### config.mk
export PLATFORM = sky130hd
export DESIGN_NAME = trace_dump_ctrl
export DESIGN_NICKNAME = d
export VERILOG_FILES = /design/src/rtl/trace_dump_ctrl_pkg.sv /design/src/rtl/trace_dump_ctrl_out_stage.sv /design/src/rtl/trace_dump_ctrl.sv
export SDC_FILE = /design/constraint.sdc
export NUM_CORES = 1
export LEC_CHECK = 0
export ABC_AREA = 1
export BUFFER_PORTS_ARGS = -buffer_cell sky130_fd_sc_hd__buf_2
export CAP_MARGIN = 20
export CORE_UTILIZATION = 46
export DETAILED_ROUTE_END_ITERATION = 8
export PLACE_DENSITY = 0.73
export SYNTH_ARGS = -nofsm -noshare
export SYNTH_HDL_FRONTEND = slang
export SYNTH_SLANG_ARGS = --single-unit
### constraint.sdc
create_clock -name clk -period 2 [get_ports clk]
set_clock_uncertainty 0.15 [all_clocks]
set_input_delay 0.2 -clock clk [delete_from_list [all_inputs] [get_ports clk]]
set_output_delay 0.2 -clock clk [all_outputs]
set_load 0.005 [all_outputs]
### src/rtl/trace_dump_ctrl_pkg.sv
// rtl/trace_dump_ctrl_pkg.sv - shared state encoding and beat tag constants for the trace dump controller
package trace_dump_ctrl_pkg;

    typedef enum logic [2:0] {
        ST_IDLE,
        ST_CAPTURE,
        ST_EMIT,
        ST_HOLD,
        ST_STEP,
        ST_DONE
    } state_e;

    localparam int TAG_W = 6;
    typedef logic [TAG_W-1:0] tag_t;

    localparam tag_t TAG_PC   = 6'd0;
    localparam tag_t TAG_INST = 6'd1;
    localparam tag_t TAG_REG0 = 6'd2;

endpackage

### src/rtl/trace_dump_ctrl_out_stage.sv
// rtl/trace_dump_ctrl_out_stage.sv - single-entry valid/ready register holding one trace beat
module trace_dump_ctrl_out_stage
    import trace_dump_ctrl_pkg::*;
#(
    parameter int DATA_W = 32
) (
    input  logic              clk,
    input  logic              reset_n,
    input  logic              in_valid_i,
    input  logic [DATA_W-1:0] in_data_i,
    input  tag_t              in_tag_i,
    input  logic              in_last_i,
    output logic              load_en_o,
    output logic              out_valid_o,
    input  logic              out_ready_i,
    output logic [DATA_W-1:0] out_data_o,
    output tag_t              out_tag_o,
    output logic              out_last_o
);

    logic              valid_q;
    logic [DATA_W-1:0] data_q;
    tag_t              tag_q;
    logic              last_q;

    // Refill is allowed whenever the slot is empty or its beat leaves this cycle.
    assign load_en_o = !valid_q || out_ready_i;

    always_ff @(posedge clk or negedge reset_n) begin
        if (!reset_n) begin
            valid_q <= 1'b0;
            data_q  <= '0;
            tag_q   <= '0;
            last_q  <= 1'b0;
        end else if (load_en_o) begin
            valid_q <= in_valid_i;
            if (in_valid_i) begin
                data_q <= in_data_i;
                tag_q  <= in_tag_i;
                last_q <= in_last_i;
            end
        end
    end

    assign out_valid_o = valid_q;
    assign out_data_o  = data_q;
    assign out_tag_o   = tag_q;
    assign out_last_o  = last_q;

endmodule

### src/rtl/trace_dump_ctrl.sv
// rtl/trace_dump_ctrl.sv - freezes the CPU, streams pc/inst/regfile per retired instruction, then steps once
module trace_dump_ctrl
    import trace_dump_ctrl_pkg::*;
#(
    parameter int NREG      = 32,
    parameter int MAX_STEPS = 4000,
    parameter int CNT_W     = 16
) (
    input  logic             clk,
    input  logic             reset_n,
    input  logic             enable,
    input  logic [31:0]      cpu_pc,
    input  logic [31:0]      cpu_inst,
    output logic             cpu_stall,
    output logic [4:0]       dbg_raddr,
    input  logic [31:0]      dbg_rdata,
    output logic             out_valid,
    input  logic             out_ready,
    output logic [31:0]      out_data,
    output tag_t             out_tag,
    output logic             out_last,
    output logic [CNT_W-1:0] step_count,
    output logic             done
);

    localparam int               BEATS     = NREG + 2;
    localparam tag_t             TAG_LAST  = tag_t'(BEATS - 1);
    localparam logic [CNT_W-1:0] STEPS_MAX = CNT_W'(MAX_STEPS);

    state_e           state_q;
    logic [31:0]      inst_q;
    logic [4:0]       raddr_q;
    logic [CNT_W-1:0] count_q;
    logic             done_q;

    logic             load_en;
    logic             accept;
    logic             push_d;
    tag_t             tag_d;
    logic [31:0]      data_d;
    logic             last_d;

    assign accept = out_valid && out_ready;

    // Next beat to load: pc at capture, otherwise the tag after the one on the port.
    always_comb begin
        push_d = 1'b0;
        tag_d  = out_tag + tag_t'(1);
        data_d = dbg_rdata;
        if (state_q == ST_CAPTURE) begin
            push_d = load_en;
            tag_d  = TAG_PC;
            data_d = cpu_pc;
        end else if (state_q == ST_EMIT) begin
            push_d = accept && !out_last;
        end
        if (tag_d == TAG_INST) begin
            data_d = inst_q;
        end
        last_d = (tag_d == TAG_LAST);
    end

    always_ff @(posedge clk or negedge reset_n) begin
        if (!reset_n) begin
            state_q <= ST_IDLE;
            inst_q  <= '0;
            raddr_q <= '0;
            count_q <= '0;
            done_q  <= 1'b0;
        end else begin
            case (state_q)
                ST_IDLE: begin
                    if (enable) begin
                        if (MAX_STEPS == 0) begin
                            state_q <= ST_DONE;
                            done_q  <= 1'b1;
                        end else begin
                            state_q <= ST_CAPTURE;
                        end
                    end
                end
                ST_CAPTURE: begin
                    if (load_en) begin
                        inst_q  <= cpu_inst;
                        raddr_q <= '0;
                        state_q <= ST_EMIT;
                    end
                end
                ST_EMIT: begin
                    if (accept) begin
                        if (out_last) begin
                            count_q <= count_q + CNT_W'(1);
                            if (count_q + CNT_W'(1) == STEPS_MAX) begin
                                state_q <= ST_DONE;
                                done_q  <= 1'b1;
                            end else if (enable) begin
                                state_q <= ST_STEP;
                            end else begin
                                state_q <= ST_HOLD;
                            end
                        end else if (tag_d >= TAG_REG0) begin
                            // dbg_rdata for reg i is consumed now, so address reg i+1 for next beat.
                            raddr_q <= raddr_q + 5'd1;
                        end
                    end
                end
                ST_HOLD: begin
                    if (enable) begin
                        state_q <= ST_STEP;
                    end
                end
                ST_STEP: begin
                    state_q <= ST_CAPTURE;
                end
                ST_DONE: begin
                    state_q <= ST_DONE;
                end
                default: begin
                    state_q <= ST_IDLE;
                end
            endcase
        end
    end

    trace_dump_ctrl_out_stage #(
        .DATA_W (32)
    ) u_out_stage (
        .clk         (clk),
        .reset_n     (reset_n),
        .in_valid_i  (push_d),
        .in_data_i   (data_d),
        .in_tag_i    (tag_d),
        .in_last_i   (last_d),
        .load_en_o   (load_en),
        .out_valid_o (out_valid),
        .out_ready_i (out_ready),
        .out_data_o  (out_data),
        .out_tag_o   (out_tag),
        .out_last_o  (out_last)
    );

    assign cpu_stall  = (state_q != ST_STEP);
    assign dbg_raddr  = raddr_q;
    assign step_count = count_q;
    assign done       = done_q;

endmodule

==> impl_metrics.py, run 1 <==
metrics = {
    "run_status": {
        "outcome": "finished with violations",
        "violations": "negative setup slack",
    },
    "die": {
        "die_h_um": 106,
        "design.die.area_mm2": 0.0111,
        "rows": 37,
        "io_pins": 163,
        "die_w_um": 106,
        "start_util_pct": 47.6,
        "coreArea_mm2": 0.0104,
    },
    "sta": {
        "fin_ws_ps": -19.9,
        "min_period_ps": 2020,
        "timing.final.crit_share_pct": 101,
        "max_freq_ghz": 0.495,
        "rsz0062_at_grt": "true",
        "setup_viol": 13,
        "whs_ps": 5.52,
        "relSlewSlack_pct": 71.3,
        "worstMarginPinSlew_ps": 431,
        "hold_violations": 0,
        "slew_viol_final": 0,
        "setup_tns_ps": -90.5,
    },
    "setup_path": {
        "crit_buf_inv": 3,
        "worst_setup_path_start_kind": "register",
        "cp_top_family": "simple AND/OR/NAND/NOR gates",
        "cp.required_ps": 2160,
        "endpoint_kind": "register",
        "criticalPathCategory": "register to register",
        "max_stage_delay_ps": 440,
        "crit_fanout": 9,
        "slowest_stage": "dfrtp_2",
        "arrival_ps": 2180,
        "crit_chain": "nor3_4 > inv_2 > nand2_2 > nand2_2 > nor2_4 > nand2_2 > nor2_4 > buf_6 > clkbuf_16 > a21oi_1 > a21oi_1",
        "crit_top_cell": "nand2_2",
    },
    "synth": {
        "synth_area_leaders": "dfrtp_1 (49%), nand2_1 (23%), a21oi_1 (7.0%)",
        "synth-edff-count": 0,
        "synth_cells": 686,
        "synth_common_cells": "nand2_1 (309), dfrtp_1 (97), a21oi_1 (69)",
        "syn_avg_cell_area_um2": 7.20,
        "synth_seq_area_share_pct": 49.2,
        "yosysTopAreaCell": "dfrtp_1",
        "syn_nets": 789,
        "yosysMostFrequentCell": "nand2_1",
        "synth_top_area_share_pct": 49.2,
        "synth-async-reset-ratio_pct": 100,
        "ys_types": 24,
        "ys_seq_elements": 97,
        "ys_warn_count": 0,
        "synth_ff_type": "dfrtp_1",
        "syn_area_mm2": 0.00494,
    },
    "pwr": {
        "leakagePower_uw": 0.00372,
        "peakVddDrop_v": 0.000908,
        "powerDensity_mw_per_mm2": 1510,
    },
    "placement": {
        "port_buffers": 162,
        "place_ws_ps": -191,
        "gp_congestion": 0.961,
        "hpwl_mm": 9.99,
    },
    "hold_path": {
        "min_path_type": "input pin to register",
    },
    "clocking": {
        "h-tree-depth": 3,
        "cts-root-buf": "clkbuf_8",
        "tritoncts": "built",
        "cts_buffer_depth": 2,
        "numCtsBuffers": 9,
        "clk_pin_slew_worst_paths_ps": 110,
        "cts_sinks": 97,
        "clkLatencyLatePin_ps": 370,
    },
    "global_route": {
        "antenna_found_initial": 0,
        "grt_pass1_vias": 5149,
        "grt_max_degree": 55,
        "grt_usage_pct": 26.4,
        "grt_overflow": 0,
        "grt_first_pass_wirelength_mm": 23.5,
    },
    "drt": {
        "drt_iter0_markers": 288,
        "detail-route-antenna-nets": 0,
        "drc": 0,
        "firstDrtPassIters": 5,
        "viasPerCell": 5.14,
        "vias": 5383,
        "drt-wirelength-per-cell_um": 14.3,
        "routed_wl_mm": 15.0,
    },
    "job": {
        "drv_cap": 0,
    },
    "layout": {
        "multi_input_area_mm2": 0.00243,
        "nFillCells": 876,
        "antennaDiodeCount": 0,
        "fin_nets": 1010,
        "drive_gt1_share_pct": 30.9,
        "seqCellArea_mm2": 0.00243,
        "syn_to_final_growth_pct": 42.2,
    },
}
[worst min-delay path, stage by stage]
cell,delay (ps)
buf_2,90
inv_1,30
nand2_1,100
nand2_1,60
[path summary, 6_finish.rpt]
check / from / endpoint / slack [ps] / depth (start not counted)
setup / recovery: state_q[1] / u_out_stage.out_data_o[21] / -20 / 11
hold / removal: out_ready / u_out_stage.out_valid_o / 6 / 4
setup reg to reg: state_q[1] / u_out_stage.out_data_o[21] / -20 / 11
hold reg to reg: inst_q[18] / inst_q[18] / 350 / 2
max in group asynchronous: reset_n / inst_q[21] / 990 / 3
min in group asynchronous: reset_n / step_count[1] / 120 / 2
[final cells by class]
type / count / share of cell area, %
clock buffer: 10 / 1.96
clock inverter: 6 / 1.19
inverter: 35 / 2.05
multi-input combinational: 522 / 34.6
sequential: 97 / 34.6
tap: 136 / 2.42
timing repair buffer: 241 / 23.0
timing repair inverter: 1 / 0.125
[metrics by stage]
step	instances	area, um^2	total power [uW]	util, %
2_1_floorplan	686	4940	6210	-
3_3_place_gp	982	6040	7660	58.2
3_5_place_dp	982	6040	7860	58.2
4_1_cts	1040	6720	9770	64.8
5_1_grt	1048	7020	11400	67.7
6_report	1048	7020	10600	67.7
[cell families (layout without fill, tap and decap cells)]
group	Yosys count	in the layout	share of synthesized area, %
fa+ha+maj	3	3	0.761
flops	97	97	49.2
xor+xnor	5	5	0.887
buf+inv	67	293	5.68
simple gates	419	419	33.6
compound gates	95	95	9.86
[power breakdown]
group          leakage, uW  internal, uW  switching (uW)  total [uW]
logic              0.00244          2470            3400        5880
registers          0.00117          2770             555        3330
clock network     0.000112           643             743        1390
[sequential cells by signal, indices dropped and copies added, names as in the netlist]
signal / count
inst_q: 32
u_out_stage.out_data_o: 32
step_count: 16
u_out_stage.out_tag_o: 6
dbg_raddr: 5
state_q: 3
done: 1
u_out_stage.out_last_o: 1
u_out_stage.out_valid_o: 1
[cell usage in the layout (no fill, tap or decap), types with 5 or more instances in the layout]
cell           count
a21oi_2           14
nand2_1          302
a21oi_1           54
nor2_4             5
inv_1             28
clkbuf_8          10
nand3_1           20
nand3_2            8
buf_2            161
buf_4             35
nor2_1            58
inv_2              6
dfrtp_1           95
nor2_2             5
dlygate4sd3_1     33
nand2_2            7
o21ai_0           20
[routing by layer]
metal  track usage, %  part of all wire [%]
met1             32.2                    40
met2             47.3                    51
met3             2.60                   5.3
met4             11.9                   3.3
met5                0                     0
[repair_timing]
item	CTS	global route
hold buffers	33	0
gates cloned	1	3
setup endpoints to repair	37	43
setup buffers	8	6
endpoints found under the hold margin	129	0
gates resized for setup	15	52
pin swaps	3	29
Power figures use the tool's default switching activity.
==> run 2: changes to the inputs <==
--- a/config.mk
+++ b/config.mk
@@ -8,6 +8,7 @@
 export ABC_AREA = 1
 export BUFFER_PORTS_ARGS = -buffer_cell sky130_fd_sc_hd__buf_2
 export CAP_MARGIN = 20
+export CORE_MARGIN = 8
 export CORE_UTILIZATION = 46
 export DETAILED_ROUTE_END_ITERATION = 8
 export PLACE_DENSITY = 0.73
==> constraint.sdc (replaced) <==
create_clock -name clk -period 2 [get_ports clk]
set_clock_uncertainty 0.15 [all_clocks]
set_input_delay 0.3 -clock clk [delete_from_list [all_inputs] [get_ports clk]]
set_output_delay 0.3 -clock clk [all_outputs]
set_load 0.005 [all_outputs]
==> run 2 against run 1 <==
Compared with the run above: count of clock-buffer cells in the layout rose by 2; combinational power up 2%; the run still ends with negative setup slack left; sequential cell count unchanged; routed wire length increased by 9.9%; largest cell class unchanged; via count grew 2.1%; hold slack gained 19 ps; setup slack worse by 66 ps; power up 0.50%; first-iteration DRC count rose by 34%.
==> impl_metrics.py, run 2 (synthesis results as in run 1) <==
metrics = {
    "setup_path": {
        "rr_startpoint": "u_out_stage.out_tag_o[1]",
        "rrSetupSlack_ps": -90,
        "endpoint_kind": "register",
        "slowest_stage": "dfrtp_1",
        "cp_top_family": "simple AND/OR/NAND/NOR gates",
        "arrival_ps": 2230,
        "crit_buf_inv": 4,
        "timing.rr.end": "u_out_stage.out_data_o[16]",
        "criticalPathCategory": "register to register",
        "max_stage_delay_ps": 410,
        "worst_setup_path_start_kind": "register",
        "setup.worst_path.start": "u_out_stage.out_tag_o[1]",
        "crit_fanout": 6,
        "worstRegToRegCells": 13,
        "crit_chain": "ha_2 > nand2_2 > inv_2 > nand3_1 > nand3_2 > nand3_1 > inv_1 > nand2_2 > nor2_4 > buf_12 > clkbuf_16 > a21oi_1 > a21oi_1",
        "cp.required_ps": 2150,
    },
    "pwr": {
        "leakagePower_uw": 0.00376,
        "comb_power_share_pct": 56.1,
        "internal_power_uw": 5980,
        "power.total_uw": 10600,
        "swShare_pct": 43.8,
        "pwr-share-clk_pct": 12.6,
        "p_switching_uw": 4660,
        "peakVddDrop_v": 0.000917,
        "powerDensity_mw_per_mm2": 1500,
        "seqPwrFrac_pct": 31.3,
    },
    "sta": {
        "worstMarginPinSlew_ps": 429,
        "whs_ps": 24.5,
        "min_period_ps": 2090,
        "hold_violations": 0,
        "max_freq_ghz": 0.479,
        "timing.final.crit_share_pct": 104,
        "rsz0062_at_grt": "true",
        "slew_viol_final": 0,
        "setup_viol": 32,
        "fin_ws_ps": -85.5,
        "relSlewSlack_pct": 71.4,
    },
    "global_route": {
        "grt_pass1_vias": 5638,
        "antenna_found_initial": 0,
        "grt_max_degree": 38,
        "grt_overflow": 0,
        "grt_first_pass_wirelength_mm": 26.3,
        "grt_usage_pct": 22.3,
    },
    "die": {
        "design.die.area_mm2": 0.0143,
        "io_pins": 163,
        "die_w_um": 120,
        "start_util_pct": 46.3,
        "rows": 38,
        "coreArea_mm2": 0.0107,
        "die_h_um": 120,
    },
    "drt": {
        "viasPerCell": 5.19,
        "drc": 0,
        "routed_wl_mm": 16.5,
        "drt_iter0_markers": 385,
        "drt-wirelength-per-cell_um": 15.5,
        "vias": 5497,
        "detail-route-antenna-nets": 0,
        "firstDrtPassIters": 7,
    },
    "hold_path": {
        "worstHoldEndpoint": "inst_q[26]",
        "min_from": "cpu_inst[26]",
        "min_path_type": "input pin to register",
        "worstHoldPathCells": 3,
    },
    "placement": {
        "port_buffers": 162,
        "gp_congestion": 0.911,
        "dp.cells": 995,
        "place_area_mm2": 0.00616,
        "hpwl_mm": 11.5,
    },
    "layout": {
        "fin_nets": 1018,
        "drive_gt1_share_pct": 32.4,
        "final_area_mm2": 0.00709,
        "antennaDiodeCount": 0,
        "layout_common_cells": "nand2_1 (287), buf_2 (161), dfrtp_1 (94)",
        "syn_to_final_growth_pct": 43.6,
        "utilization_pct": 66.6,
        "fin_cells": 1060,
        "final_common_cell": "nand2_1",
    },
    "clocking": {
        "numCtsBuffers": 9,
        "cts-root-buf": "clkbuf_8",
        "clk_pin_slew_worst_paths_ps": 90,
        "h-tree-depth": 3,
        "clkLatencyLatePin_ps": 370,
        "cts_sinks": 97,
        "cts_buffer_depth": 2,
        "tritoncts": "built",
    },
    "run_status": {
        "outcome": "finished with violations",
        "violations": "negative setup slack",
    },
    "job": {
        "drv_cap": 0,
    },
}
-- run 2: repair_timing --
item | in CTS | in global routing
setup endpoints to repair | 22 | 43
gates resized for setup | 3 | 65
hold endpoints to repair | 53 | 1
hold buffers | 30 | 1
cloned | 0 | 3
pin swaps | 1 | 14
setup buffers | 2 | 14
-- run 2: layout make-up --
class / count / area [um^2]
Clock buffer: 12 / 155
Sequential cell: 97 / 2430
Tap cell: 140 / 175
Clock inverter: 4 / 51.3
Inverter: 35 / 136
Fill cell: 892 / 3560
Multi-Input combinational cell: 522 / 2410
Timing Repair Buffer: 250 / 1730
-- run 2: stage by stage --
step                setup TNS [ps]  setup slack, ps
floorplan                        0             52.9
global placement                 0             37.1
detailed placement            -306            -64.1
CTS                              0            0.337
global route                 -5890             -203
finish                       -1500            -85.5
-- run 2: tightest hold or removal path: stages --
cell and delay [ps]:
buf_2 100, nand2_1 60, nand2_1 50
-- run 2: how the worst max path moves through the flow --
stage | cells after the start | slack [ps] | end
after floorplan | 11 | 50 | u_out_stage.out_data_o[0]
after global placement | 10 | 40 | u_out_stage.out_data_o[11]
after global routing | 13 | -200 | u_out_stage.out_data_o[14]
after detailed placement | 10 | -60 | u_out_stage.out_data_o[11]
after CTS | 11 | 0.3 | u_out_stage.out_data_o[11]
final | 13 | -90 | u_out_stage.out_data_o[16]
-- run 2: power by group through the flow --
stage          Sequential, uW  Combinational (uW)  Clock, uW
6_report                 3340                5970       1340
5_1_grt                  3420                6570       1450
4_1_cts                  3310                5000       1360
3_5_place_dp             3310                4910          0
3_3_place_gp             3320                4750          0
2_1_floorplan            3260                2940          0
-- run 2: routing by layer --
layer	up-vias	routed length, um	global-route usage [%]
met2	254	8330	38.4
met1	2587	6600	26.2
li1	2623	-	-
met4	0	393	9.29
met3	33	1140	5.12
met5	-	0	0
